File: src/rtl/vpu_pkg.sv
`default_nettype none
// =====================================================================
// Package  : vpu_pkg
// Brief    : Shared command field positions, opcode constants and the
//            dispatcher state encoding for the VPU command path.
// Revision : 1.0 - initial release
// =====================================================================
package vpu_pkg;

    // Field positions for the default 128-bit command word
    localparam int OPC_HI   = 127;
    localparam int OPC_LO   = 120;
    localparam int SUBOP_HI = 119;
    localparam int SUBOP_LO = 112;
    localparam int LEN_HI   = 63;
    localparam int LEN_LO   = 48;

    localparam logic [7:0] VPU_OPCODE = 8'h02;
    localparam logic [7:0] SYNC_SUBOP = 8'hFF;

    typedef enum logic [0:0] {
        ISSUE     = 1'b0,
        WAIT_SYNC = 1'b1
    } cmdq_state_t;

endpackage
`default_nettype wire

File: src/rtl/vpu_cmd_fifo.sv
`default_nettype none
// =====================================================================
// Module   : vpu_cmd_fifo
// Brief    : Show-ahead command FIFO with wrap-bit pointers, occupancy
//            count and synchronous flush.
// Revision : 1.0 - initial release
// =====================================================================
module vpu_cmd_fifo #(
    parameter int CMD_W = 128,
    parameter int DEPTH = 8
) (
    input  logic                     clk,
    input  logic                     rst,
    input  logic                     i_flush,
    input  logic                     i_push,
    input  logic [CMD_W-1:0]         i_push_data,
    input  logic                     i_pop,
    output logic [CMD_W-1:0]         o_head,
    output logic [$clog2(DEPTH):0]   o_count,
    output logic                     o_full,
    output logic                     o_empty
);

    localparam int AW = $clog2(DEPTH);

    logic [CMD_W-1:0] r_mem [DEPTH];
    logic [AW:0]      r_wr_ptr;
    logic [AW:0]      r_rd_ptr;
    logic             w_wr_en;
    logic             w_rd_en;

    assign o_full  = (r_wr_ptr[AW-1:0] == r_rd_ptr[AW-1:0]) && (r_wr_ptr[AW] != r_rd_ptr[AW]);
    assign o_empty = (r_wr_ptr == r_rd_ptr);
    assign o_count = r_wr_ptr - r_rd_ptr;
    assign o_head  = r_mem[r_rd_ptr[AW-1:0]];

    assign w_wr_en = i_push && !o_full;
    assign w_rd_en = i_pop && !o_empty;

    always_ff @(posedge clk or posedge rst) begin
        if (rst) begin
            r_wr_ptr <= '0;
            r_rd_ptr <= '0;
        end else if (i_flush) begin
            r_wr_ptr <= '0;
            r_rd_ptr <= '0;
        end else begin
            if (w_wr_en) r_wr_ptr <= r_wr_ptr + 1'b1;
            if (w_rd_en) r_rd_ptr <= r_rd_ptr + 1'b1;
        end
    end

    // Storage carries no reset; entries are only observed once written
    always_ff @(posedge clk) begin
        if (w_wr_en) r_mem[r_wr_ptr[AW-1:0]] <= i_push_data;
    end

endmodule
`default_nettype wire

File: src/rtl/vpu_cmd_queue.sv
`default_nettype none
// =====================================================================
// Module   : vpu_cmd_queue
// Brief    : VPU command queue/dispatcher with opcode filter, barrier
//            handling and in-flight credit limit. Optional performance
//            counters are enabled by defining VPU_CMDQ_PERF_EN.
// Revision : 1.0 - initial release
// =====================================================================
module vpu_cmd_queue
    import vpu_pkg::*;
#(
    parameter int         CMD_W      = 128,
    parameter int         DEPTH      = 8,
    parameter int         MAX_OUT    = 4,
    parameter logic [7:0] VPU_OPCODE = vpu_pkg::VPU_OPCODE,
    parameter logic [7:0] SYNC_SUBOP = vpu_pkg::SYNC_SUBOP
) (
    input  logic                         clk,
    input  logic                         rst,
    input  logic                         flush,
    input  logic [CMD_W-1:0]             in_cmd,
    input  logic                         in_valid,
    output logic                         in_ready,
    output logic [CMD_W-1:0]             out_cmd,
    output logic                         out_valid,
    input  logic                         out_ready,
    input  logic                         out_done,
    output logic [$clog2(DEPTH):0]       count,
    output logic [$clog2(MAX_OUT):0]     outstanding,
    output logic                         idle,
    output logic                         sync_done,
    output logic                         err_opcode,
`ifdef VPU_CMDQ_PERF_EN
    input  logic                         perf_clr,
    output logic [31:0]                  perf_issued,
    output logic [31:0]                  perf_stall,
    output logic [15:0]                  perf_dropped,
`endif
    output logic                         err_done
);

    localparam int OW = $clog2(MAX_OUT) + 1;
    localparam logic [OW-1:0] c_max_out = OW'(MAX_OUT);
    localparam int c_opc_lo = CMD_W - 8;
    localparam int c_sub_hi = CMD_W - 9;
    localparam int c_sub_lo = CMD_W - 16;

    cmdq_state_t      r_state;
    cmdq_state_t      w_state_nxt;
    logic [OW-1:0]    r_outstanding;
    logic             r_err_opcode;
    logic             r_err_done;

    logic [CMD_W-1:0] w_head;
    logic             w_full;
    logic             w_empty;
    logic             w_xfer;
    logic             w_opc_ok;
    logic             w_push;
    logic             w_pop;
    logic             w_head_sync;
    logic             w_out_valid;
    logic             w_dispatch;
    logic             w_retire;

    assign w_xfer      = in_valid && in_ready;
    assign w_opc_ok    = (in_cmd[CMD_W-1:c_opc_lo] == VPU_OPCODE);
    assign w_push      = w_xfer && w_opc_ok;
    assign w_head_sync = (w_head[c_sub_hi:c_sub_lo] == SYNC_SUBOP);
    assign w_dispatch  = w_out_valid && out_ready;
    assign w_pop       = w_dispatch || w_retire;

    vpu_cmd_fifo #(
        .CMD_W (CMD_W),
        .DEPTH (DEPTH)
    ) u_fifo (
        .clk         (clk),
        .rst         (rst),
        .i_flush     (flush),
        .i_push      (w_push),
        .i_push_data (in_cmd),
        .i_pop       (w_pop),
        .o_head      (w_head),
        .o_count     (count),
        .o_full      (w_full),
        .o_empty     (w_empty)
    );

    always_ff @(posedge clk or posedge rst) begin
        if (rst) r_state <= ISSUE;
        else     r_state <= w_state_nxt;
    end

    // Barriers never reach vector_unit; they retire here once all work drains
    always_comb begin
        w_state_nxt = r_state;
        w_out_valid = 1'b0;
        w_retire    = 1'b0;
        case (r_state)
            ISSUE: begin
                if (!w_empty) begin
                    if (w_head_sync) w_state_nxt = WAIT_SYNC;
                    else             w_out_valid = (r_outstanding < c_max_out);
                end
            end
            WAIT_SYNC: begin
                if (r_outstanding == '0) begin
                    w_retire    = !w_empty;
                    w_state_nxt = ISSUE;
                end
            end
            default: w_state_nxt = ISSUE;
        endcase
        if (flush) w_state_nxt = ISSUE;
    end

    // Credit counter survives flush: completions of in-flight work still arrive
    always_ff @(posedge clk or posedge rst) begin
        if (rst) begin
            r_outstanding <= '0;
            r_err_done    <= 1'b0;
            r_err_opcode  <= 1'b0;
        end else begin
            r_err_opcode <= w_xfer && !w_opc_ok;
            if (w_dispatch && !out_done) begin
                r_outstanding <= r_outstanding + 1'b1;
            end else if (!w_dispatch && out_done) begin
                if (r_outstanding == '0) r_err_done    <= 1'b1;
                else                     r_outstanding <= r_outstanding - 1'b1;
            end
        end
    end

    assign in_ready    = !w_full && !flush;
    assign out_cmd     = w_empty ? '0 : w_head;
    assign out_valid   = w_out_valid;
    assign outstanding = r_outstanding;
    assign idle        = w_empty && (r_outstanding == '0) && (r_state == ISSUE);
    assign sync_done   = w_retire;
    assign err_opcode  = r_err_opcode;
    assign err_done    = r_err_done;

`ifdef VPU_CMDQ_PERF_EN
    logic [31:0] r_perf_issued;
    logic [31:0] r_perf_stall;
    logic [15:0] r_perf_dropped;
    logic        w_stall;

    assign w_stall = (r_state == WAIT_SYNC) || ((r_state == ISSUE) && !w_empty && !w_out_valid);

    always_ff @(posedge clk or posedge rst) begin
        if (rst) begin
            r_perf_issued  <= '0;
            r_perf_stall   <= '0;
            r_perf_dropped <= '0;
        end else if (perf_clr) begin
            r_perf_issued  <= '0;
            r_perf_stall   <= '0;
            r_perf_dropped <= '0;
        end else begin
            if (w_dispatch && !(&r_perf_issued))          r_perf_issued  <= r_perf_issued + 1'b1;
            if (w_stall && !(&r_perf_stall))              r_perf_stall   <= r_perf_stall + 1'b1;
            if (w_xfer && !w_opc_ok && !(&r_perf_dropped)) r_perf_dropped <= r_perf_dropped + 1'b1;
        end
    end

    assign perf_issued  = r_perf_issued;
    assign perf_stall   = r_perf_stall;
    assign perf_dropped = r_perf_dropped;
`endif

endmodule
`default_nettype wire

File: config.mk
export PLATFORM = sky130hd
export DESIGN_NAME = vpu_cmd_queue
export DESIGN_NICKNAME = d
export VERILOG_FILES = /design/src/rtl/vpu_pkg.sv /design/src/rtl/vpu_cmd_fifo.sv /design/src/rtl/vpu_cmd_queue.sv
export SDC_FILE = /design/constraint.sdc
export NUM_CORES = 1
export LEC_CHECK = 0
export BUFFER_PORTS_ARGS = -buffer_cell sky130_fd_sc_hd__buf_4
export CORE_MARGIN = 10
export CORE_UTILIZATION = 48
export DETAILED_ROUTE_END_ITERATION = 8
export GPL_ROUTABILITY_DRIVEN = 0
export PLACE_DENSITY_LB_ADDON = 0.12
export SLEW_MARGIN = 30
export SYNTH_ARGS = -nofsm -noshare
export SYNTH_HDL_FRONTEND = slang
export SYNTH_SLANG_ARGS = --single-unit
export TNS_END_PERCENT = 100
File: constraint.sdc
create_clock -name clk -period 16.9 [get_ports clk]
set_input_delay 3.38 -clock clk [delete_from_list [all_inputs] [get_ports clk]]
set_output_delay 3.38 -clock clk [all_outputs]
set_load 0.005 [all_outputs]
==> flow_summary.json <==
{
  "status": "complete, no violations",
  "overflow": 0,
  "vias_per_cell": 5.71,
  "root_buffer": "clkbuf_16",
  "fin_crit_ns": 7.78,
  "dp_hpwl_mm": 44.9,
  "grt_pass1_vias": 20100,
  "path_clk_slew_ns": 0.06,
  "r2r-start": "u_fifo.r_rd_ptr[2]$_DFFE_PP0P_",
  "worstSkewPairLatency_ns": 0.65,
  "cp-end-kind": "primary output",
  "antenna_left": 0,
  "fin_tns_setup_ns": 0,
  "die_w_um": 307,
  "fillers": 6259,
  "coreArea_um2": 82000,
  "yosysSeqAreaShare": 0.785,
  "syn_nets": 2024,
  "vdd_ir_drop_max_v": 0.000102,
  "drv_slew": 0,
  "powerDensity_nw_per_um2": 124,
  "drive_above_1_share": 0.313,
  "maxCapViolCount": 0,
  "final_common_cell": "edfxtp_1",
  "synth.distinct_cells": 40,
  "critPathMaxFanout": 141,
  "cts_hold_repair.buffers": 0,
  "async_flop_share": 0.0135,
  "place_ws_ns": 9.54,
  "fin_skew_ns": 0.0203,
  "power.leakage_nw": 14.9,
  "dr_total_vias": 19100,
  "start_util": 0.483,
  "setup_ws_ns": 9.12,
  "grt_usage": 0.188,
  "arrival_ns": 4.40,
  "postCtsSetupRepairBufs": 0,
  "holdWs_ns": 0.482,
  "die_area_um2": 94400,
  "hold_viol_final": 0,
  "synth_edf_count": 1024,
  "layout.nets": 2332,
  "cts_buffers": 105,
  "antenna_found_initial": 12,
  "setup.worst_path.start_class": "flop",
  "rsz0062_at_grt": "no",
  "min_path_type": "reg2reg",
  "pin_count": 275,
  "cts_resized": 0,
  "avgSynthCellArea_um2": 21.1,
  "fmax_mhz": 129,
  "setup_viol": 0,
  "syn_to_final_growth_pct": 17.1,
  "crit_type": "reg2out",
  "drc": 0,
  "wire_per_inst_um": 26.4,
  "syn-cell-area_um2": 39600,
  "rows": 105,
  "slew_headroom": 0.335,
  "period_share": 0.460,
  "synthCells": 1881,
  "yosysWarnings": 0,
  "drt_iter0_drc": 1233,
  "cts.path.max_buffers": 3,
  "grt_pass1_wl_mm": 133,
  "synth-main-ff-cell": "edfxtp_1",
  "worstMarginPinSlew_ns": 0.997,
  "cts_sinks": 1038,
  "worstPathRequired_ns": 13.52,
  "numPortBuffers": 274,
  "layout_common_cells": "edfxtp_1, buf_4, mux4_2",
  "dieHeight_um": 307,
  "ys_ff_latch": 1038,
  "min_from": "err_done$_DFFE_PP0P_",
  "tritoncts": "done",
  "wl_mm": 88.2,
  "crit_path_start": "u_fifo.r_rd_ptr[1]$_DFFE_PP0P_",
  "grt_max_degree": 142,
  "dr.pass1.iters": 5,
  "htreeDepth": 3
}
[layer usage]
metal / global-route usage / up-vias / share of wire
met1: 0.246 / 10200 / 0.42
met2: 0.319 / 426 / 0.51
met5: 0 / - / 0.0015
met4: 0.0402 / 22 / 0.014
met3: 0.0429 / 113 / 0.058
li1: - / 8290 / -
[registers in the layout, summed over array words and instances (netlist names)]
signal           cells
r_state              1
u_fifo.r_rd_ptr      4
err_opcode           1
u_fifo.r_wr_ptr      4
u_fifo.r_mem      1024
outstanding          3
err_done             1
[cells by family (layout without fill, tap and decap cells)]
kind of cell,count (synthesis),in the layout,share of synthesized area
multiplexers,265,265,0.148
adder cells (fa/ha/maj),9,9,0.00322
flip-flops,1038,1038,0.785
XOR/XNOR,6,6,0.00133
other,0,1,0
AND/OR/NAND/NOR,306,306,0.0306
AO/OA/AOI/OAI,143,143,0.0197
buffers and inverters,114,505,0.0121
[final timing paths]
check | endpoint | depth (start not counted) | slack, ns
max | out_cmd[81] | 6 | 9.12
min | err_done$_DFFE_PP0P_ | 1 | 0.48
max reg2reg | outstanding[2]$_DFFE_PP0P_ | 12 | 12.01
min reg2reg | err_done$_DFFE_PP0P_ | 1 | 0.48
max in group asynchronous | u_fifo.r_rd_ptr[2]$_DFFE_PP0P_ | 2 | 13.67
min in group asynchronous | outstanding[2]$_DFFE_PP0P_ | 2 | 2.79
[synthesized netlist by cell type (4+ instances only)]
library cell     n  area [µm²]
nand2_1        255         957
nor3_1           7        35.0
mux4_2         256        5770
nor2_1          22        82.6
a21oi_1        129         646
buf_2           28         140
buf_1           18        67.6
inv_1           10        37.5
nand3_1          5        25.0
ha_1             7        87.6
edfxtp_1      1024       30700
nand2b_1         5        31.3
dfrtp_1         14         350
xor2_1           4        35.0
mux2i_1          7        70.1
clkbuf_1        55         206
[critical path: stages (launching register included)]
cell and delay, ns:
dfrtp_4 0.91, buf_12 0.72, buf_6 0.70, mux4_2 0.34
nand2_1 0.06, a21oi_1 0.50, buf_4 0.21
[power breakdown]
group	internal (W)	switching, W	total (W)	leakage [nW]
clock network	0.00127	0.000921	0.00219	1.58
registers	0.00283	0.0000282	0.00286	9.38
logic	0.000326	0.000395	0.000721	3.93
[area by class of cell]
class                      instances  area (µm²)  area share
clock inverter                    53         485      0.0105
tap                             1070        1340      0.0289
antenna                            1        2.50   0.0000539
inverter                          11        43.8    0.000944
timing repair buffer             304        2540      0.0549
multi-input combinational        729        8090       0.174
clock buffer                     137        2770      0.0597
sequential                      1038       31100       0.671
[per-stage QoR]
| stage | instances | util | power, W | area (µm²) |
|---|---|---|---|---|
| after floorplan | 1881 | - | 0.00331 | 39600 |
| after global placement | 3145 | 0.524 | 0.00365 | 42900 |
| after detailed placement | 3148 | 0.525 | 0.00366 | 43000 |
| after CTS | 3338 | 0.564 | 0.00585 | 46300 |
| after global routing | 3343 | 0.566 | 0.00601 | 46400 |
| final | 3343 | 0.566 | 0.00577 | 46400 |
Note: power is estimated with default switching activity, not from simulation.
